--- config.mk ---
export PLATFORM = sky130hd
export DESIGN_NAME = mesm6_bus_arbiter
export DESIGN_NICKNAME = d
export VERILOG_FILES = /design/src/rtl/mesm6_bus_arbiter.sv
export SDC_FILE = /design/constraint.sdc
export NUM_CORES = 1
export LEC_CHECK = 0
export BUFFER_PORTS_ARGS = -buffer_cell sky130_fd_sc_hd__buf_2
export CAP_MARGIN = 20
export CORE_ASPECT_RATIO = 2
export CORE_UTILIZATION = 40
export CTS_BUF_LIST = sky130_fd_sc_hd__clkbuf_8 sky130_fd_sc_hd__clkbuf_16
export CTS_CLUSTER_SIZE = 14
export DETAILED_ROUTE_END_ITERATION = 8
export HOLD_SLACK_MARGIN = 0.06
export PLACE_DENSITY = 0.83
export RECOVER_POWER = 25
export SETUP_SLACK_MARGIN = 0.5
export SYNTH_ARGS = -nofsm -noshare
export SYNTH_HDL_FRONTEND = slang
export SYNTH_SLANG_ARGS = --single-unit
--- constraint.sdc ---
create_clock -name clk -period 3.2 [get_ports clk]
set_clock_uncertainty 0.2 [all_clocks]
set_input_delay 0.16 -clock clk [delete_from_list [all_inputs] [get_ports clk]]
set_output_delay 0.16 -clock clk [all_outputs]
set_load 0.01 [all_outputs]
--- src/rtl/mesm6_bus_arbiter.sv ---
// Round-robin arbiter merging the mesm6 instruction and data buses onto one single-port word memory.
// Optional one-entry fetched-word buffer enabled by defining MESM6_IFETCH_BUF_EN.
module mesm6_bus_arbiter #(
  parameter int TIMEOUT = 64,
  parameter int CNT_W   = 7
) (
  input  logic        clk,
  input  logic        reset,
  input  logic        ibus_fetch,
  input  logic [14:0] ibus_addr,
  output logic [47:0] ibus_input,
  output logic        ibus_done,
  input  logic        dbus_read,
  input  logic        dbus_write,
  input  logic [14:0] dbus_addr,
  input  logic [47:0] dbus_output,
  output logic [47:0] dbus_input,
  output logic        dbus_done,
  output logic        mem_req,
  output logic        mem_we,
  output logic [14:0] mem_addr,
  output logic [47:0] mem_wdata,
  input  logic [47:0] mem_rdata,
  input  logic        mem_ack,
  output logic        bus_error
);

  typedef enum logic [2:0] {
    IDLE   = 3'd0,
    WAIT_I = 3'd1,
    WAIT_D = 3'd2,
    RESP_I = 3'd3,
    RESP_D = 3'd4
  } state_t;

  state_t           state_r;
  logic             last_grant_r;  // 1 = data port was granted last
  logic [CNT_W-1:0] cnt_r;

  logic             d_pend_s;
  logic             grant_i_s;
  logic             grant_d_s;
  logic [CNT_W-1:0] cnt_inc_s;
  logic             timeout_s;
  logic             buf_hit_s;
  logic [47:0]      buf_data_s;

  // Grant decision and saturating timeout detection
  always_comb begin
    d_pend_s  = dbus_read | dbus_write;
    grant_i_s = 1'b0;
    grant_d_s = 1'b0;
    if (ibus_fetch && d_pend_s) begin
      grant_i_s = last_grant_r;
      grant_d_s = ~last_grant_r;
    end else begin
      grant_i_s = ibus_fetch;
      grant_d_s = d_pend_s;
    end
    if (cnt_r == {CNT_W{1'b1}}) begin
      cnt_inc_s = cnt_r;
    end else begin
      cnt_inc_s = cnt_r + {{(CNT_W-1){1'b0}}, 1'b1};
    end
    if (TIMEOUT == 0) begin
      timeout_s = 1'b0;
    end else begin
      timeout_s = (cnt_inc_s == CNT_W'(TIMEOUT));
    end
  end

`ifdef MESM6_IFETCH_BUF_EN
  logic        buf_valid_r;
  logic [14:0] buf_tag_r;
  logic [47:0] buf_data_r;

  assign buf_hit_s  = buf_valid_r && (ibus_addr == buf_tag_r);
  assign buf_data_s = buf_data_r;

  // Fetched-word buffer: fill on successful fetch, drop on aliasing write or bus error
  always_ff @(posedge clk or negedge reset) begin
    if (!reset) begin
      buf_valid_r <= 1'b0;
      buf_tag_r   <= 15'd0;
      buf_data_r  <= 48'd0;
    end else if (state_r == WAIT_I && mem_ack) begin
      buf_valid_r <= 1'b1;
      buf_tag_r   <= mem_addr;
      buf_data_r  <= mem_rdata;
    end else if ((state_r == IDLE && grant_d_s && dbus_write && dbus_addr == buf_tag_r) ||
                 ((state_r == WAIT_I || state_r == WAIT_D) && !mem_ack && timeout_s)) begin
      buf_valid_r <= 1'b0;
    end else begin
      buf_valid_r <= buf_valid_r;
    end
  end
`else
  assign buf_hit_s  = 1'b0;
  assign buf_data_s = 48'd0;
`endif

  // Transaction FSM with registered memory-side and core-side outputs
  always_ff @(posedge clk or negedge reset) begin
    if (!reset) begin
      state_r      <= IDLE;
      last_grant_r <= 1'b1;
      cnt_r        <= {CNT_W{1'b0}};
      mem_req      <= 1'b0;
      mem_we       <= 1'b0;
      mem_addr     <= 15'd0;
      mem_wdata    <= 48'd0;
      ibus_input   <= 48'd0;
      dbus_input   <= 48'd0;
      ibus_done    <= 1'b0;
      dbus_done    <= 1'b0;
      bus_error    <= 1'b0;
    end else begin
      ibus_done <= 1'b0;
      dbus_done <= 1'b0;
      bus_error <= 1'b0;
      case (state_r)
        IDLE: begin
          cnt_r <= {CNT_W{1'b0}};
          if (grant_i_s) begin
            last_grant_r <= 1'b0;
            if (buf_hit_s) begin
              ibus_input <= buf_data_s;
              ibus_done  <= 1'b1;
              state_r    <= RESP_I;
            end else begin
              mem_req   <= 1'b1;
              mem_we    <= 1'b0;
              mem_addr  <= ibus_addr;
              mem_wdata <= 48'd0;
              state_r   <= WAIT_I;
            end
          end else if (grant_d_s) begin
            last_grant_r <= 1'b1;
            mem_req      <= 1'b1;
            mem_we       <= dbus_write;
            mem_addr     <= dbus_addr;
            mem_wdata    <= dbus_output;
            state_r      <= WAIT_D;
          end else begin
            state_r <= IDLE;
          end
        end
        WAIT_I: begin
          if (mem_ack) begin
            ibus_input <= mem_rdata;
            mem_req    <= 1'b0;
            ibus_done  <= 1'b1;
            state_r    <= RESP_I;
          end else if (timeout_s) begin
            ibus_input <= 48'd0;
            mem_req    <= 1'b0;
            ibus_done  <= 1'b1;
            bus_error  <= 1'b1;
            state_r    <= RESP_I;
          end else begin
            cnt_r <= cnt_inc_s;
          end
        end
        WAIT_D: begin
          if (mem_ack) begin
            if (!mem_we) begin
              dbus_input <= mem_rdata;
            end else begin
              dbus_input <= dbus_input;
            end
            mem_req   <= 1'b0;
            dbus_done <= 1'b1;
            state_r   <= RESP_D;
          end else if (timeout_s) begin
            if (!mem_we) begin
              dbus_input <= 48'd0;
            end else begin
              dbus_input <= dbus_input;
            end
            mem_req   <= 1'b0;
            dbus_done <= 1'b1;
            bus_error <= 1'b1;
            state_r   <= RESP_D;
          end else begin
            cnt_r <= cnt_inc_s;
          end
        end
        RESP_I, RESP_D: begin
          // The core still presents the request just answered, so it is not sampled here.
          cnt_r   <= {CNT_W{1'b0}};
          state_r <= IDLE;
        end
        default: begin
          mem_req <= 1'b0;
          cnt_r   <= {CNT_W{1'b0}};
          state_r <= IDLE;
        end
      endcase
    end
  end

endmodule

# After elaboration in Yosys (flattened, before gate mapping)
# Index checks and enable logic that the tools add are counted.
# W data, S select, Z words.
[classes] addsub=1 bitwise_logic=3 n_eq_ne=14 n_reduce_logical=12 mux=37
[ops] cell="$mux W48" n=8
[ops] cell="$mux W15" n=2
[ops] cell="$mux W7" n=4
[ops] cell="$mux W1" n=15
[ops] cell="$eq A7 B7 Y1 const B" n=2
[ops] cell="$mux W3" n=4
[ops] cell="$ne A3 B3 Y1 const B" n=3
[ops] cell="$pmux W3 S3" n=1
[ops] cell="$ne A2 B2 Y1 const B" n=4
[ops] cell="$reduce_and A2 Y1" n=4
[ops] cell="$add A7 B1 Y7 const B" n=1
[ops] cell="$eq A3 B2 Y1 const B" n=2
[ops] cell="$mux W2" n=2
[ops] cell="$reduce_and A4 Y1" n=1
[ops] cell="$reduce_bool A2 Y1" n=2
[ops] cell="$reduce_or A2 Y1" n=2
[ops] cell="$eq A3 B1 Y1 const B" n=1
[ops] cell="$eq A3 B3 Y1 const B" n=1
[ops] cell="$logic_not A3 Y1" n=1
[ops] cell="$ne A3 B1 Y1 const B" n=1
[ops] cell="$pmux W1 S3" n=1
[ops] cell="$reduce_and A3 Y1" n=1
[ops] cell="$not A1 Y1" n=2
[ops] cell="$logic_and A1 B1 Y1" n=1
[ops] cell="$or A1 B1 Y1" n=1
[word_totals] elab_cells=79 input_bits=132 out_inout_bits=164 regBits=175

# Longest topological paths before layout
# Gate-level depths: netlist (run 1).
[logic_depth] word_depth=6 depth_mapped=11 depth_no_buf=7

# Worst setup path after synthesis (run 1)
# OpenSTA, ideal clock, no wires.
[synth_timing] kind="register to register" from="register cnt_r[0]" to="register ibus_input[38]" arrival_ps=2695 setup_ps=121 path_stages_with_launch=12 path_slack_ps=184 n_path_buf=4 t_required_ps=2879 period_less_slack_ps=3016 path_cell_list="dfrtp_1 -> ha_1 -> buf_6 -> xnor2_1 -> nand3b_1 -> or4_4 -> o21a_4 -> or4_1 -> clkbuf_1 -> buf_6 -> buf_6 -> a22o_1"
[synth_via] elab_chain_cells=5 word_cells_on_any_way=6 classes_between="add/sub: 1; eq/ne: 2; mux: 1; reduce/logical: 2"
[synth_lines] item="start: declaration" line_no="38" source="logic [CNT_W-1:0] cnt_r;"
[synth_lines] item="start signal: assignment" line_no="107" source="cnt_r <= {CNT_W{1'b0}};"
[synth_lines] item="start signal: assignment" line_no="123" source="cnt_r <= {CNT_W{1'b0}};"
[synth_lines] item="start signal: assignment" line_no="161" source="cnt_r <= cnt_inc_s;"
[synth_lines] item="$add A7 B1 Y7 or $eq A7 B7 Y1 (tied branches)" line_no="63, 60"
[synth_lines] item="$mux W7 (*)" line_no="60" source="if (cnt_r == {CNT_W{1'b1}}) begin"
[synth_lines] item="$eq A7 B7 Y1 (*)" line_no="68" source="timeout_s = (cnt_inc_s == CNT_W'(TIMEOUT));"
[synth_lines] item="$reduce_bool A2 Y1 (no line) (*)"
[synth_lines] item="$reduce_and A2 Y1 (no line) (*)"
[synth_lines] item="end signal: assignment" line_no="127" source="ibus_input <= buf_data_s;"
[synth_lines] item="end signal: assignment" line_no="150" source="ibus_input <= mem_rdata;"
[synth_lines] item="end: declaration" line_no="11" source="output logic [47:0] ibus_input,"
# Mark *: on every way between the ends. The rest lies on a longest branch, timed or not.
# A chain may end at the register's enable or synchronous reset.

# Final worst setup path (run 1)
[layout_timing] from="register cnt_r[0]" to="register ibus_input[34]"
# The elaborated chain is that of the path after synthesis.

==> results.cfg, run 1 <==
[status]
status = finished with violations
violations = max-capacitance violations, max-slew violations

[final_layout]
area_growth_syn_to_layout_pct = 56.8
final_design_area_no_fill_mm2 = 0.0103
drive_above_1_share = 0.350
final_nets = 1033
instances_no_fill = 1115

[logic_synthesis]
syn_area_mm2 = 0.00655
yosysTopAreaCell = dfrtp_1
synth.yosys.seq_area_share = 0.669
synthCells = 481
synth_edf_count = 0
synthTopCellsByArea = dfrtp_1 (67%), a22o_1 (19%), mux2i_1 (2.3%), clkbuf_1 (2.1%), o21ai_0 (1.5%)
synth-main-ff-cell = dfrtp_1
synthArstFlopShare = 1.00
ys_types = 37
yosys_warnings = 0
synth.most_common_cell = dfrtp_1
synth_seq_cells = 175
synth_commonest_cells = dfrtp_1 (174), a22o_1 (145), clkbuf_1 (36)
syn_area_per_cell_um2 = 13.6
yosysTopAreaCellShare = 0.665
syn_nets = 614

[sta]
finalSetupViolCount = 0
max_freq_mhz = 354
fin_crit_sh = 0.882
slew_viol_final = 90
rsz0062_at_grt = true
setup_tns_ns = 0
slew_headroom = -0.541
hold_violations = 0
worst_slew_pin_slew_ns = 2.31
post-route-min-period_ns = 2.82

[clocking]
clockRootBuffer = clkbuf_16
cts_tree = done
cts_made_buffers = 17
path_clk_slew_ns = 0.07
htree_levels = 4
clock_latency_ns = 0.42
clockBufferDepth = 2
cts.sinks = 175

[place]
gp_congestion = 0.884
place_area_mm2 = 0.00825
port_buffers = 295
post-place-cells = 943
dp_hpwl_mm = 12.0

[floorplanning]
start_util = 0.413
fp.dieW_um = 92.5
dieHeight_um = 183
die_area_mm2 = 0.0169
rows = 65
core_mm2 = 0.0159
io_pins = 296

[critical_path]
reg2reg_slack_ns = 0.38
path_depth = 8
critPathMaxFanout = 25
crit_path_end_kind = flop
start_kind = flop
rr_startpoint = cnt_r[0]
worstPathBufferInverterCount = 1
critPathMaxStageDelay_ns = 0.52
cp_slowest_cell = or4_4
criticalPathCategory = reg -> reg
required_ns = 3.31
crit_family = simple AND/OR/NAND/NOR gates
crit_path_cell_trace = ha_4 > nand3_4 > nor2_2 > or4_4 > o21a_4 > or4_4 > buf_12 > a22o_1
cpMostUsedCell = or4_4
reg2reg_to = ibus_input[34]
arrival_ns = 2.93
reg2reg_depth = 8

[grt]
grt_max_degree = 92
gr-total-overflow = 0
grt_pass1_wl_mm = 31.3
antenna_found_initial = 1
grt.total_usage = 0.237
grt_pass1_vias = 6255

[hold_path]
worstHoldStart = dbus_output[4]
holdPathStages = 3
hold_path_class = in -> reg
hold_end = mem_wdata[4]

[drt]
firstDrtPassIters = 5
wl_mm = 20.6
ant_nets = 0
drt-vias-per-instance = 5.42
wl_per_cell_um = 18.5
drc_errors = 0
num_vias = 6044
first_iter_violations = 234

[run]
maxCapViolations = 1

[power]
power_density_mw_per_mm2 = 943
power_leakage_nw = 5.20
vdd_drop_max_v = 0.000537
area by class of cell:
type                       instances  area, um2
sequential                       175       4380
timing repair buffer             443       2970
fill                            1107       5590
clock inverter                    14        155
antenna                            1       2.50
tap                              201        251
inverter                           4       15.0
multi-input combinational        259       2050
clock buffer                      18        439
per-stage QoR:
step                      hold slack [ns]  power, mW  setup slack, ns  utilization
after floorplan                    -0.336       5.77            0.327            -
after global placement             0.0710       7.11            0.262        0.520
after detailed placement           0.0732       7.25            0.191        0.520
after CTS                          0.0945       9.56            0.409        0.644
after global routing                0.279       10.2            0.256        0.647
final                               0.283       9.68            0.376        0.647
layer usage:
metal  global-route usage  share of wire
met1                0.269           0.36
met2                0.421           0.54
met3               0.0510          0.071
met4                0.108          0.029
met5                    0              0
worst max path at each step:
stage                      to  slack (ns)     start
6_report       ibus_input[34]        0.38  cnt_r[0]
5_1_grt         mem_wdata[32]        0.26     reset
3_3_place_gp   ibus_input[32]        0.26  cnt_r[0]
4_1_cts        ibus_input[24]        0.41  cnt_r[0]
3_5_place_dp   ibus_input[40]        0.19  cnt_r[0]
2_1_floorplan  ibus_input[38]        0.33  cnt_r[0]
sequential cells by signal (all words and copies together) (netlist names), 3 cells and up:
signal	flops
cnt_r	7
dbus_input	48
ibus_input	48
mem_addr	15
mem_wdata	48
state_r	3
where the power goes:
part / total [mW] / internal [mW] / switching, mW
combinational: 3.80 / 1.81 / 1.99
clock: 2.08 / 1.18 / 0.898
sequential: 3.80 / 3.18 / 0.616
total: 9.68 / 6.18 / 3.50
timing repair:
action                                 in CTS  in global routing
gates cloned                                1                  3
gates resized for setup                     6                  4
pin swaps                                   0                  1
endpoints found under the hold margin     255                  3
setup buffers                               2                  1
hold buffers                              130                  1
setup endpoints to repair                  97                 97
tightest hold or removal path, delay by kind of cell:
family                 cells  cell delay [ns]
AOI/OAI and AO/OA          1             0.11
buffers and inverters      2             0.60
cells in the final DEF, fill, tap and decap left out, types with 3 or more instances in the layout:
cell / netlist / routed
a21oi_1: 10 / 10
a22o_1: 145 / 145
buf_12: 0 / 4
buf_2: 4 / 255
buf_4: 0 / 8
clkbuf_1: 36 / 39
clkbuf_16: 0 / 18
clkinv_4: 0 / 3
dfrtp_1: 174 / 174
dlygate4sd3_1: 0 / 131
inv_1: 4 / 4
inv_6: 0 / 5
mux2i_1: 15 / 15
nand2_1: 21 / 21
nor2_1: 10 / 9
nor3_1: 5 / 4
o21ai_0: 20 / 20
logic make-up (layout without fill, tap and decap cells):
logic type | after synthesis | after routing | share of synthesized area
flops | 175 | 175 | 0.669
compound gates | 189 | 189 | 0.234
xor+xnor | 2 | 2 | 0.00268
other cells | 0 | 1 | 0
mux | 15 | 15 | 0.0229
simple gates | 52 | 52 | 0.0384
fa+ha+maj | 1 | 1 | 0.00191
buf+inv | 47 | 479 | 0.0311
Note: power is estimated with default switching activity, not from simulation.
==> run 2, diff against run 1 <==
--- a/config.mk
+++ b/config.mk
@@ -14,7 +14,7 @@
 export DETAILED_ROUTE_END_ITERATION = 8
 export HOLD_SLACK_MARGIN = 0.06
 export PLACE_DENSITY = 0.83
-export RECOVER_POWER = 25
+export RECOVER_POWER = 100
 export SETUP_SLACK_MARGIN = 0.5
 export SYNTH_ARGS = -nofsm -noshare
 export SYNTH_HDL_FRONTEND = slang
==> results.cfg, run 2 (same netlist as run 1, synthesis figures left out) <==
[power]
p_clk_frac = 0.220
power_leakage_nw = 4.75
p_comb_frac = 0.377
p_switching_mw = 3.51
pwr-share-seq = 0.403
power_density_mw_per_mm2 = 941
internal_power_mw = 5.95
vdd_drop_max_v = 0.000525
power_mw = 9.46
p_sw_frac = 0.371

[drt]
wl_per_cell_um = 18.6
firstDrtPassIters = 4
num_vias = 6058
drc_errors = 0
wl_met3_mm = 1.52
wl_mm = 20.7
highest_layer = met4
wl_met1_mm = 7.54
ant_nets = 0
wl_met2_mm = 11.1
first_iter_violations = 271
drt-vias-per-instance = 5.43

[sta]
hold_violations = 0
worst_slew_pin_slew_ns = 2.29
setup_tns_ns = 0
worst_slack_ns = 0.244
rsz0062_at_grt = true
slew_viol_final = 90
slew_headroom = -0.528
finalSetupViolCount = 0
fin_crit_sh = 0.924
post-route-min-period_ns = 2.96
max_freq_mhz = 338

[floorplanning]
core_mm2 = 0.0159
dieHeight_um = 183
rows = 65
io_pins = 296
fp.dieW_um = 92.5
die_area_mm2 = 0.0169
start_util = 0.413

[run]
maxCapViolations = 1

[place]
place_ws_ns = 0.191
dp_hpwl_mm = 12.0
place_area_mm2 = 0.00825
port_buffers = 295
gp_congestion = 0.884

[critical_path]
critPathMaxStageDelay_ns = 0.52
critPathMaxFanout = 25
reg2reg_slack_ns = 0.24
start_kind = flop
arrival_ns = 3.06
criticalPathCategory = reg -> reg
rr_startpoint = cnt_r[0]
crit_start = cnt_r[0]
crit_path_cell_trace = ha_1 > nand3_4 > nor2_2 > or4_4 > o21a_4 > or4_4 > buf_12 > a22o_1
required_ns = 3.31
cpMostUsedCell = or4_4
cp_slowest_cell = or4_4
reg2reg_depth = 8
crit_path_end_kind = flop

[grt]
antenna_found_initial = 1
grt_max_degree = 92
gr-total-overflow = 0
grt_pass1_wl_mm = 31.3
grt.total_usage = 0.237
grt_pass1_vias = 6255

[final_layout]
final_common_cell = dfrtp_1
final_design_area_no_fill_mm2 = 0.0100
final_cell_mix = dfrtp_1 (174), clkbuf_1 (167), a22o_1 (145), dlygate4sd3_1 (131), buf_2 (129)
reg.largest.list = dbus_input: 48 flops, ibus_input: 48 flops, mem_wdata: 48 flops
drive_above_1_share = 0.208
final_nets = 1033
area_growth_syn_to_layout_pct = 53.5

[status]
status = finished with violations
violations = max-capacitance violations, max-slew violations

[clocking]
clockBufferDepth = 2
clock_latency_ns = 0.42
htree_levels = 4
cts_tree = done
cts.sinks = 175
path_clk_slew_ns = 0.07
clockRootBuffer = clkbuf_16
cts_made_buffers = 17

[hold_path]
holdPathStages = 3
worstHoldStart = dbus_output[4]
hold_path_class = in -> reg
-- run 2: worst paths after layout --
kind	endpoint
worst max-delay path	ibus_input[34]
worst min-delay path	mem_wdata[4]
worst max register to register	ibus_input[34]
worst min register to register	mem_addr[13]
max in group asynchronous	mem_wdata[32]
min in group asynchronous	dbus_input[7]
-- run 2: power groups by stage --
| stage | registers, mW | clock network, mW | logic, mW |
|---|---|---|---|
| after floorplan | 4.11 | 0 | 1.65 |
| after global placement | 3.74 | 0 | 3.37 |
| after detailed placement | 3.75 | 0 | 3.50 |
| after CTS | 3.75 | 2.12 | 3.69 |
| after global routing | 3.92 | 2.20 | 3.86 |
| final | 3.81 | 2.08 | 3.56 |
-- run 2: per-layer routing --
metal	GRT usage	vias to the layer above
li1	-	2658
met1	0.269	2986
met2	0.421	370
met3	0.0510	44
met4	0.108	0
met5	0	-
-- run 2: critical path: cells and delay by family, from the launching register on --
| kind | cells | cell delay [ns] |
|---|---|---|
| buffers and inverters | 1 | 0.19 |
| adder cells (fa/ha/maj) | 1 | 0.32 |
| AND/OR/NAND/NOR | 4 | 1.21 |
| AO/OA/AOI/OAI | 2 | 0.50 |
| flip-flops | 1 | 0.40 |
-- run 2: repair_timing --
action | CTS | global route
pin swaps | 0 | 1
gates cloned | 1 | 3
gates resized for setup | 6 | 4
hold buffers | 130 | 1
hold endpoints to repair | 255 | 3
buffers inserted | 2 | 1
setup endpoints to repair | 97 | 97
-- run 2: layout make-up --
| type | count | area (um2) |
|---|---|---|
| diodes | 1 | 2.50 |
| repair buffers | 443 | 2780 |
| flip-flops and latches | 175 | 4380 |
| multi-input cells | 259 | 2020 |
| inverters | 4 | 15.0 |
| fillers | 1204 | 5810 |
| clock inverters | 14 | 155 |
| clock buffers | 18 | 439 |
| well taps | 201 | 251 |
-- run 2: per-stage QoR --
| stage | utilization | instances | hold WS [ns] |
|---|---|---|---|
| global route | 0.634 | 1115 | 0.279 |
| CTS | 0.644 | 1108 | 0.0945 |
| global placement | 0.520 | 943 | 0.0710 |
| finish | 0.634 | 1115 | 0.284 |
| floorplan | - | 481 | -0.336 |
| detailed placement | 0.520 | 943 | 0.0732 |
==> run 3, diff against run 2 <==
--- a/config.mk
+++ b/config.mk
@@ -5,7 +5,7 @@
 export SDC_FILE = /design/constraint.sdc
 export NUM_CORES = 1
 export LEC_CHECK = 0
-export BUFFER_PORTS_ARGS = -buffer_cell sky130_fd_sc_hd__buf_2
+export BUFFER_PORTS_ARGS = -buffer_cell sky130_fd_sc_hd__clkbuf_2
 export CAP_MARGIN = 20
 export CORE_ASPECT_RATIO = 2
 export CORE_UTILIZATION = 40
==> results.cfg, run 3 (same netlist as run 1, synthesis figures left out) <==
[drt]
wl_per_cell_um = 18.7
ant_nets = 0
drc_errors = 0
firstDrtPassIters = 4
num_vias = 6021
first_iter_violations = 293
wl_mm = 20.8
drt-vias-per-instance = 5.41

[final_layout]
antennaDiodeCount = 0
final_design_area_no_fill_mm2 = 0.0101
reg.largest.list = dbus_input: 48 flops, ibus_input: 48 flops, mem_wdata: 48 flops
final_nets = 1032
final_common_cell = dfrtp_1
drive_above_1_share = 0.211
final_cell_mix = dfrtp_1 (174), clkbuf_1 (164), a22o_1 (145), clkbuf_2 (132), dlygate4sd3_1 (131)
area_growth_syn_to_layout_pct = 53.5
nFillCells = 1175

[critical_path]
cp_slowest_cell = or4_4
worstPathBufferInverterCount = 1
arrival_ns = 3.10
start_kind = flop
cpMostUsedCell = or4_4
required_ns = 3.30
crit_path_cell_trace = ha_1 > nand3_4 > nor2_4 > or4_4 > o21a_4 > or4_4 > clkbuf_16 > a22o_1
critPathMaxFanout = 12
reg2reg_slack_ns = 0.20
crit_path_end_kind = flop
critPathMaxStageDelay_ns = 0.53
criticalPathCategory = reg -> reg
crit_family = simple AND/OR/NAND/NOR gates

[power]
power_leakage_nw = 4.78
power_density_mw_per_mm2 = 926
vdd_drop_max_v = 0.000554

[clocking]
cts_made_buffers = 17
cts.sinks = 175
htree_levels = 4
clockBufferDepth = 2
cts_tree = done
clockRootBuffer = clkbuf_16
clock_latency_ns = 0.42
path_clk_slew_ns = 0.07

[sta]
post-route-min-period_ns = 3.00
rsz0062_at_grt = true
worst_slew_pin_slew_ns = 2.16
max_freq_mhz = 334
slew_viol_final = 82
hold_violations = 0
finalSetupViolCount = 0
slew_headroom = -0.442
setup_tns_ns = 0
fin_crit_sh = 0.937

[grt]
grt_pass1_wl_mm = 31.5
grt.total_usage = 0.242
grt_pass1_vias = 6161
grt_max_degree = 84
gr-total-overflow = 0
antenna_found_initial = 0

[status]
status = finished with violations
violations = max-capacitance violations, max-slew violations

[floorplanning]
start_util = 0.413
fp.dieW_um = 92.5
core_mm2 = 0.0159
die_area_mm2 = 0.0169
dieHeight_um = 183
rows = 65
io_pins = 296

[place]
port_buffers = 295
dp_hpwl_mm = 12.0
place_area_mm2 = 0.00825
gp_congestion = 0.897

[hold_path]
hold_path_class = in -> reg

[run]
maxCapViolations = 1
run 3: cell count changes in the layout (fill, tap and decap cells not counted), moves of 2 or more:
cell	before	now
clkbuf_16	17	19
buf_4	6	8
buf_8	2	0
clkbuf_1	167	164
buf_2	129	0
clkbuf_2	3	132
run 3: final timing paths:
| check | from | end | cells after the start |
|---|---|---|---|
| setup / recovery | cnt_r[1] | ibus_input[17] | 8 |
| hold / removal | ibus_fetch | state_r[1] | 5 |
| setup reg to reg | cnt_r[1] | ibus_input[17] | 8 |
| hold reg to reg | mem_addr[11] | mem_addr[11] | 2 |
| max in group asynchronous | reset | mem_wdata[30] | 2 |
| min in group asynchronous | reset | dbus_input[13] | 2 |
run 3: metrics by stage:
step                hold WS [ns]  setup slack [ns]  instances   util  total power [mW]
finish                     0.107             0.202       1113  0.634              9.31
global route               0.141             0.130       1113  0.634              9.83
CTS                       0.0604             0.385       1107  0.642              9.48
detailed placement        0.0868             0.193        942  0.520              7.25
global placement          0.0715             0.256        942  0.520              7.11
floorplan                 -0.336             0.327        481      -              5.77
run 3: final cells by class:
type / instances / area (um2) / area share
sequential: 175 / 4380 / 0.436
clock buffer: 17 / 425 / 0.0423
clock inverter: 15 / 136 / 0.0136
multi-input combinational: 259 / 2040 / 0.203
tap: 201 / 251 / 0.0250
inverter: 4 / 15.0 / 0.00149
timing repair buffer: 442 / 2810 / 0.279
run 3: timing repair:
action | in CTS | in global routing
endpoints found under the hold margin | 247 | 0
hold buffers | 131 | 0
pin swaps | 0 | 6
gates cloned | 1 | 2
gates resized for setup | 6 | 3
endpoints found under the setup margin | 97 | 112
setup buffers | 1 | 4
run 3: worst min-delay path: stages:
cell and delay (ns):
clkbuf_2 0.16, a21o_1 0.17, a21oi_1 0.08, o21ai_0 0.08
a21oi_1 0.04
run 3: where the power goes:
| group | internal, mW | switching (mW) | total [mW] | leakage [nW] |
|---|---|---|---|---|
| combinational | 1.57 | 1.96 | 3.53 | 2.29 |
| sequential | 3.18 | 0.623 | 3.80 | 2.22 |
| clock | 1.08 | 0.899 | 1.98 | 0.272 |
run 3: layer usage:
| metal | global-route usage | routed length (um) |
|---|---|---|
| met2 | 0.433 | 11100 |
| met1 | 0.272 | 7520 |
| met4 | 0.116 | 746 |
| met5 | 0 | 0 |
| met3 | 0.0473 | 1430 |
